--- src/rtl/multicycle_cpu.sv ---
// Multi-cycle MIPS-subset core sharing one ALU and one unified memory port.
// Each instruction walks FETCH -> DECODE -> EXEC -> (MEM) -> (WB); illegal
// words park the core in HALT until reset.
// Optional feature macro: CPU_JUMP_EN (adds opcode 0x02, J).
module multicycle_cpu #(
  parameter logic [31:0] RESET_PC = 32'h0000_0000,
  parameter int          ADDR_W   = 10
) (
  input  logic              clk,
  input  logic              reset,
  output logic              mem_req,
  output logic              mem_we,
  output logic [ADDR_W-1:0] mem_addr,
  output logic [31:0]       mem_wdata,
  input  logic [31:0]       mem_rdata,
  input  logic              mem_ready,
  output logic [31:0]       pc,
  output logic              retire,
  output logic              halt
);

  localparam logic [5:0] OP_RTYPE = 6'h00;
  localparam logic [5:0] OP_ADDI  = 6'h08;
  localparam logic [5:0] OP_LW    = 6'h23;
  localparam logic [5:0] OP_SW    = 6'h2B;
  localparam logic [5:0] OP_BEQ   = 6'h04;
  localparam logic [5:0] OP_J     = 6'h02;

  localparam logic [5:0] F_ADD = 6'h20;
  localparam logic [5:0] F_SUB = 6'h22;
  localparam logic [5:0] F_AND = 6'h24;
  localparam logic [5:0] F_OR  = 6'h25;
  localparam logic [5:0] F_SLT = 6'h2A;
  localparam logic [5:0] F_SLL = 6'h00;

  typedef enum logic [2:0] {
    S_FETCH,
    S_DECODE,
    S_EXEC,
    S_MEM,
    S_WB,
    S_HALT
  } state_t;

  state_t state, state_nxt;

  // Architectural and inter-phase holding registers
  logic [31:0] regs [32];
  logic [31:0] ir;
  logic [31:0] a_q;
  logic [31:0] b_q;
  logic [31:0] alu_out;
  logic [31:0] mdr;

  // Decoded instruction fields
  logic [5:0]         op;
  logic [5:0]         funct;
  logic [4:0]         rs;
  logic [4:0]         rt;
  logic [4:0]         rd;
  logic [4:0]         shamt;
  logic signed [31:0] imm_sext;
  logic [31:0]        pc_plus4;

  // Per-cycle control produced by the FSM
  logic        pc_we;
  logic [31:0] pc_nxt;
  logic        ir_we;
  logic        ab_we;
  logic        alu_we;
  logic [31:0] alu_val;
  logic        mdr_we;
  logic        rf_we;
  logic [4:0]  rf_waddr;
  logic [31:0] rf_wdata;

  assign op       = ir[31:26];
  assign rs       = ir[25:21];
  assign rt       = ir[20:16];
  assign rd       = ir[15:11];
  assign shamt    = ir[10:6];
  assign funct    = ir[5:0];
  assign imm_sext = signed'({{16{ir[15]}}, ir[15:0]});
  assign pc_plus4 = pc + 32'd4;
  assign halt     = (state == S_HALT);

  // Shared ALU for R-type operations; wrap-around arithmetic, signed compare for slt.
  function automatic logic [31:0] alu_rtype(input logic [5:0] fn,
                                            input logic signed [31:0] a,
                                            input logic signed [31:0] b,
                                            input logic [4:0] sh);
    logic [31:0] r;
    case (fn)
      F_ADD:   r = $unsigned(a + b);
      F_SUB:   r = $unsigned(a - b);
      F_AND:   r = $unsigned(a & b);
      F_OR:    r = $unsigned(a | b);
      F_SLT:   r = (a < b) ? 32'd1 : 32'd0;
      F_SLL:   r = $unsigned(b) << sh;
      default: r = '0;
    endcase
    return r;
  endfunction

  // Legality of an opcode/funct pair; anything else sends the core to HALT.
  function automatic logic insn_legal(input logic [5:0] opc, input logic [5:0] fn);
    logic ok;
    case (opc)
      OP_RTYPE: ok = fn inside {F_ADD, F_SUB, F_AND, F_OR, F_SLT, F_SLL};
      OP_ADDI, OP_LW, OP_SW, OP_BEQ: ok = 1'b1;
`ifdef CPU_JUMP_EN
      OP_J:     ok = 1'b1;
`endif
      default:  ok = 1'b0;
    endcase
    return ok;
  endfunction

  // FSM state and pc register; reset restarts at RESET_PC
  always_ff @(posedge clk) begin
    if (reset) begin
      state <= S_FETCH;
      pc    <= RESET_PC;
    end else begin
      state <= state_nxt;
      if (pc_we) pc <= pc_nxt;
    end
  end

  // Next-state, memory port and datapath enables for the current phase
  always_comb begin
    state_nxt = state;
    mem_req   = 1'b0;
    mem_we    = 1'b0;
    mem_addr  = pc[ADDR_W+1:2];
    mem_wdata = '0;
    retire    = 1'b0;
    pc_we     = 1'b0;
    pc_nxt    = pc_plus4;
    ir_we     = 1'b0;
    ab_we     = 1'b0;
    alu_we    = 1'b0;
    alu_val   = '0;
    mdr_we    = 1'b0;
    rf_we     = 1'b0;
    rf_waddr  = '0;
    rf_wdata  = '0;
    unique case (state)
      S_FETCH: begin
        mem_req = 1'b1;
        if (mem_ready) begin
          ir_we     = 1'b1;
          state_nxt = S_DECODE;
        end
      end
      S_DECODE: begin
        ab_we     = 1'b1;
        state_nxt = insn_legal(op, funct) ? S_EXEC : S_HALT;
      end
      S_EXEC: begin
        case (op)
          OP_RTYPE: begin
            alu_we    = 1'b1;
            alu_val   = alu_rtype(funct, $signed(a_q), $signed(b_q), shamt);
            state_nxt = S_WB;
          end
          OP_ADDI: begin
            alu_we    = 1'b1;
            alu_val   = $unsigned($signed(a_q) + imm_sext);
            state_nxt = S_WB;
          end
          OP_LW, OP_SW: begin
            alu_we    = 1'b1;
            alu_val   = $unsigned($signed(a_q) + imm_sext);
            state_nxt = S_MEM;
          end
          OP_BEQ: begin
            pc_we     = 1'b1;
            pc_nxt    = (a_q == b_q) ? pc_plus4 + {imm_sext[29:0], 2'b00} : pc_plus4;
            retire    = 1'b1;
            state_nxt = S_FETCH;
          end
`ifdef CPU_JUMP_EN
          OP_J: begin
            pc_we     = 1'b1;
            pc_nxt    = {pc_plus4[31:28], ir[25:0], 2'b00};
            retire    = 1'b1;
            state_nxt = S_FETCH;
          end
`endif
          default: state_nxt = S_HALT;
        endcase
      end
      S_MEM: begin
        mem_req   = 1'b1;
        mem_addr  = alu_out[ADDR_W+1:2];
        mem_we    = (op == OP_SW);
        mem_wdata = b_q;
        if (mem_ready) begin
          if (op == OP_SW) begin
            pc_we     = 1'b1;
            retire    = 1'b1;
            state_nxt = S_FETCH;
          end else begin
            mdr_we    = 1'b1;
            state_nxt = S_WB;
          end
        end
      end
      S_WB: begin
        rf_we     = 1'b1;
        rf_waddr  = (op == OP_RTYPE) ? rd : rt;
        rf_wdata  = (op == OP_LW) ? mdr : alu_out;
        pc_we     = 1'b1;
        retire    = 1'b1;
        state_nxt = S_FETCH;
      end
      S_HALT: state_nxt = S_HALT;
      default: state_nxt = S_FETCH;
    endcase
    // Reset abandons any transfer in flight: no request, no commit, no retire.
    if (reset) begin
      mem_req   = 1'b0;
      mem_we    = 1'b0;
      mem_wdata = '0;
      retire    = 1'b0;
      ir_we     = 1'b0;
      ab_we     = 1'b0;
      alu_we    = 1'b0;
      mdr_we    = 1'b0;
      rf_we     = 1'b0;
    end
  end

  // Inter-phase datapath registers; contents are don't-care until loaded
  always_ff @(posedge clk) begin
    if (ir_we)  ir      <= mem_rdata;
    if (ab_we) begin
      a_q <= regs[rs];
      b_q <= regs[rt];
    end
    if (alu_we) alu_out <= alu_val;
    if (mdr_we) mdr     <= mem_rdata;
  end

  // Register file: cleared on reset, $0 writes discarded so it always reads 0
  always_ff @(posedge clk) begin
    if (reset) begin
      for (int i = 0; i < 32; i++) regs[i] <= '0;
    end else if (rf_we && (rf_waddr != 5'd0)) begin
      regs[rf_waddr] <= rf_wdata;
    end
  end

endmodule

--- config.mk ---
export PLATFORM = sky130hd
export DESIGN_NAME = multicycle_cpu
export DESIGN_NICKNAME = d
export VERILOG_FILES = /design/src/rtl/multicycle_cpu.sv
export SDC_FILE = /design/constraint.sdc
export NUM_CORES = 2
export LEC_CHECK = 0
export BUFFER_PORTS_ARGS = -buffer_cell sky130_fd_sc_hd__buf_2
export CAP_MARGIN = 20
export CELL_PAD_IN_SITES_DETAIL_PLACEMENT = 1
export CELL_PAD_IN_SITES_GLOBAL_PLACEMENT = 1
export CORE_UTILIZATION = 49
export DETAILED_ROUTE_END_ITERATION = 6
export PLACE_DENSITY = 0.83
export SLEW_MARGIN = 20
export SYNTH_ARGS = -nofsm -noshare
export SYNTH_HDL_FRONTEND = slang
export SYNTH_SLANG_ARGS = --single-unit
--- constraint.sdc ---
create_clock -name clk -period 19.2 [get_ports clk]
set_input_delay 1.92 -clock clk [delete_from_list [all_inputs] [get_ports clk]]
set_output_delay 1.92 -clock clk [all_outputs]
set_load 0.005 [all_outputs]
==> results.txt <==
- Summed negative setup slack over all endpoints: 0 ns
* Top-level port count: between 100 and 150
- The first TritonRoute pass finished after 7 iterations.
* Detailed Route Iter0 Violations: 8,132
- The die is approximately 380 um wide.
* Via Count: 51,800
* Per-instance average area after synthesis: about 13 sq um
- Entering global routing, the biggest net connects 147 pins.
* Hold violation total from the final report: 0
- STA classifies the critical path endpoint as a primary output.
- Asr flop ratio synth: 0
- Leakage power of the design: between 20 and 30 nW
* EDFF count, synth: approximately 1,200
- Relative slew margins: 0.184
- RePlAce Congestion: 1.06
- During synthesis, Yosys emitted a total of 0 warnings.
- Post-synthesis instance area: 69,000 sq um
- Based on the critical path, the design can be clocked at up to about 170 MHz.
* Worst endpoint required time: about 17 ns
- Synth-to-Final Area Change: 9.91%
* CTS Buf Count: approximately 130
* Power density of the placed cells: roughly 86 nW/um^2
- In this run, post-CTS repair resized a total of 0 instances.
- Number of antenna violations at the first check in global routing: 30
- Slew at the pin with the worst max-slew slack: 1.22 ns
- In this run, post-CTS hold repair placed 0 buffers.
* Clock tree root buffer cell: clkbuf_16
- Across every metal layer, demand over resource in global routing totals 0.388.
- The critical path is of the in -> out type.
* # Post-CTS Setup Buffers: 0
- Critical path launch point type: input pin
- Final Skew: 0.0727 ns
- Bufs on Longest Clock Path: 3
- The first global-routing pass estimated between 300,000 and 400,000 um of wire.
- FF+latch count, synth: roughly 1,200
- # port buffers: 110
- RSZ-0062 raised after global routing: no
- After detailed routing, the total wire length is between 200,000 and 300,000 um.
- Synthesized instance count: ~5,200
- The wire-length estimate of the detail-placed layout is 177,000 um.
* Largest fanout on the critical path: 38
* Clock edge transition at the registers on the reported setup and hold paths: 0.05 ns
- The die covers 142,000 sq um.
- Number of clock sinks seen by CTS: approximately 1,200
* DRC viols: 0
- Routed wirelength normalized by instance count: slightly below 40 um
- The worst path in the final design needs a cycle of ~6.0 ns, including I/O delays and setup.
* Top cells by area, synth: edfxtp_1 52%, mux4_2 21%, nor2_1 6.7%
- Data on the critical path arrives at its endpoint at just over 4 ns.
* Vias per cell: approximately 7.3
* Most used standard cell by instance count after synthesis: nor2_1
* Effective utilization at floorplan: 0.494
* Flip-flop cell with the highest count after synthesis: edfxtp_1
- From bottom edge to top edge, the die measures 377 um.
- Setup violations remaining at the end of the flow were counted as 0.
- Total core area: roughly 140,000 sq um
- Share of cells above drive strength 1: 0.242
- CTS tree: built
- Of the synthesized area, sequential elements account for 0.525.
* Hold crit path type: reg -> reg
- Once detail routing completed, the nets flagged for antenna violations numbered 0.
* Most frequent cells after synthesis: 1,233 x nor2_1, 1,184 x edfxtp_1, 648 x mux4_2
* Gr ovfl total: 0
- Worst-case vdd ir drop: 91.0 uV
* Vias in the first global route: between 50,000 and 60,000
- The net count of the finished layout is 5,344.
* H-tree depth reported by CTS: 4
- Post-synth top area share: 0.515
- Slew Limit Fails: 0
- The later pin in the worst-skew pair is clocked with a latency of roughly 0.83 ns.
- Post-route total power: approximately 0.0065 W
- In the finished design, the share of the clock period the worst path needs comes to 0.312.
- The initialized floorplan defines ~140 standard-cell rows.
* Number of distinct library cells after synthesis: 90
- The tool flagged a number of max-cap violations equal to 0.
* Outcome: complete, no violations
- The synthesized design spends more area on one cell type than any other, namely edfxtp_1.
[cell type report]
type	instances	area (sq um)
diodes	13	32.5
clock buffers	161	3460
clock inverters	77	936
fillers	13600	63700
inverters	127	477
multi-input cells	3457	30900
flip-flops and latches	1217	36200
well taps	1876	2350
repair buffers	204	1400
[cell usage in the layout, fill, tap and decap left out, drive strengths merged, types with 15 or more instances in the layout]
master and instances:
or3 17, nand2b 51, o21a 15, xor2 27, o21ai 153, clkinv 58, a31oi 21, a221oi 19
nand3 52, o22ai 32, nand2 225, dfxtp 33, buf 204, a211oi 41, nor4 15, o211ai 19
nor2b 17, ha 166, mux2i 47, nor2 1234, clkbuf 161, conb 34, inv 130, xnor2 77
and3 18, nor3 36, edfxtp 1184, mux4 649, mux2 112, a21o 40, o21bai 20, a21oi 155
[kinds of logic (layout without fill, tap and decap cells)]
logic type                 after synthesis  count (layout)  share of synthesized area
and+or+nand+nor                       1723            1723                      0.104
DFF                                   1217            1217                      0.525
muxes                                  808             808                      0.237
AOI/OAI and AO/OA                      618             618                     0.0575
buffers and inverters                  583             569                     0.0321
adders and majority gates              170             170                     0.0313
xor gates and xnor gates               104             104                     0.0132
other                                    1              47                  0.0000544
[per-stage QoR]
step	setup WS (ns)	hold slack, ns	utilization	area [sq um]	std cells
floorplan	11.69	0.506	-	69100	5257
global placement	13.35	0.502	0.510	71200	6875
detailed placement	13.26	0.518	0.510	71200	6876
CTS	13.26	0.526	0.542	75600	7114
global route	13.13	0.569	0.543	75800	7121
finish	13.21	0.521	0.543	75800	7132
[routing by layer]
metal	share of wire	global-route usage	up-vias
met2	0.46	0.596	4534
li1	-	-	19700
met5	0.00078	0	-
met3	0.13	0.130	1256
met4	0.087	0.280	34
met1	0.33	0.458	26300
[path summary, 6_finish.rpt]
check / slack (ns) / cells past startpoint / to / startpoint
worst min register to register: 0.52 / 2 / pc[15]$_SDFFE_PP0P_ / pc[15]$_SDFFE_PP0P_
worst max register to register: 13.53 / 7 / regs[8][26]$_SDFFCE_PN0P_ / ir[27]$_DFFE_PP_
worst min-delay path: 0.52 / 2 / pc[15]$_SDFFE_PP0P_ / pc[15]$_SDFFE_PP0P_
worst max-delay path: 13.21 / 5 / mem_wdata[12] / reset
[critical path, stage by stage]
cell	delay (ns)
buf_4	0.46
buf_4	0.58
or2_2	0.73
nor2_1	0.13
buf_2	0.17
[state kept, by name, indices dropped and copies added (netlist names)]
register,count
regs,1024
pc,30
mdr,32
state,3
ir,32
a_q,32
b_q,32
alu_out,32
[power by group]
group,internal [W],total [W],switching (W)
Sequential,0.00301,0.00310,0.0000891
Combinational,0.000290,0.000769,0.000479
Clock,0.00148,0.00266,0.00118
Total,0.00478,0.00653,0.00175
(Power assumes the default switching activity.)
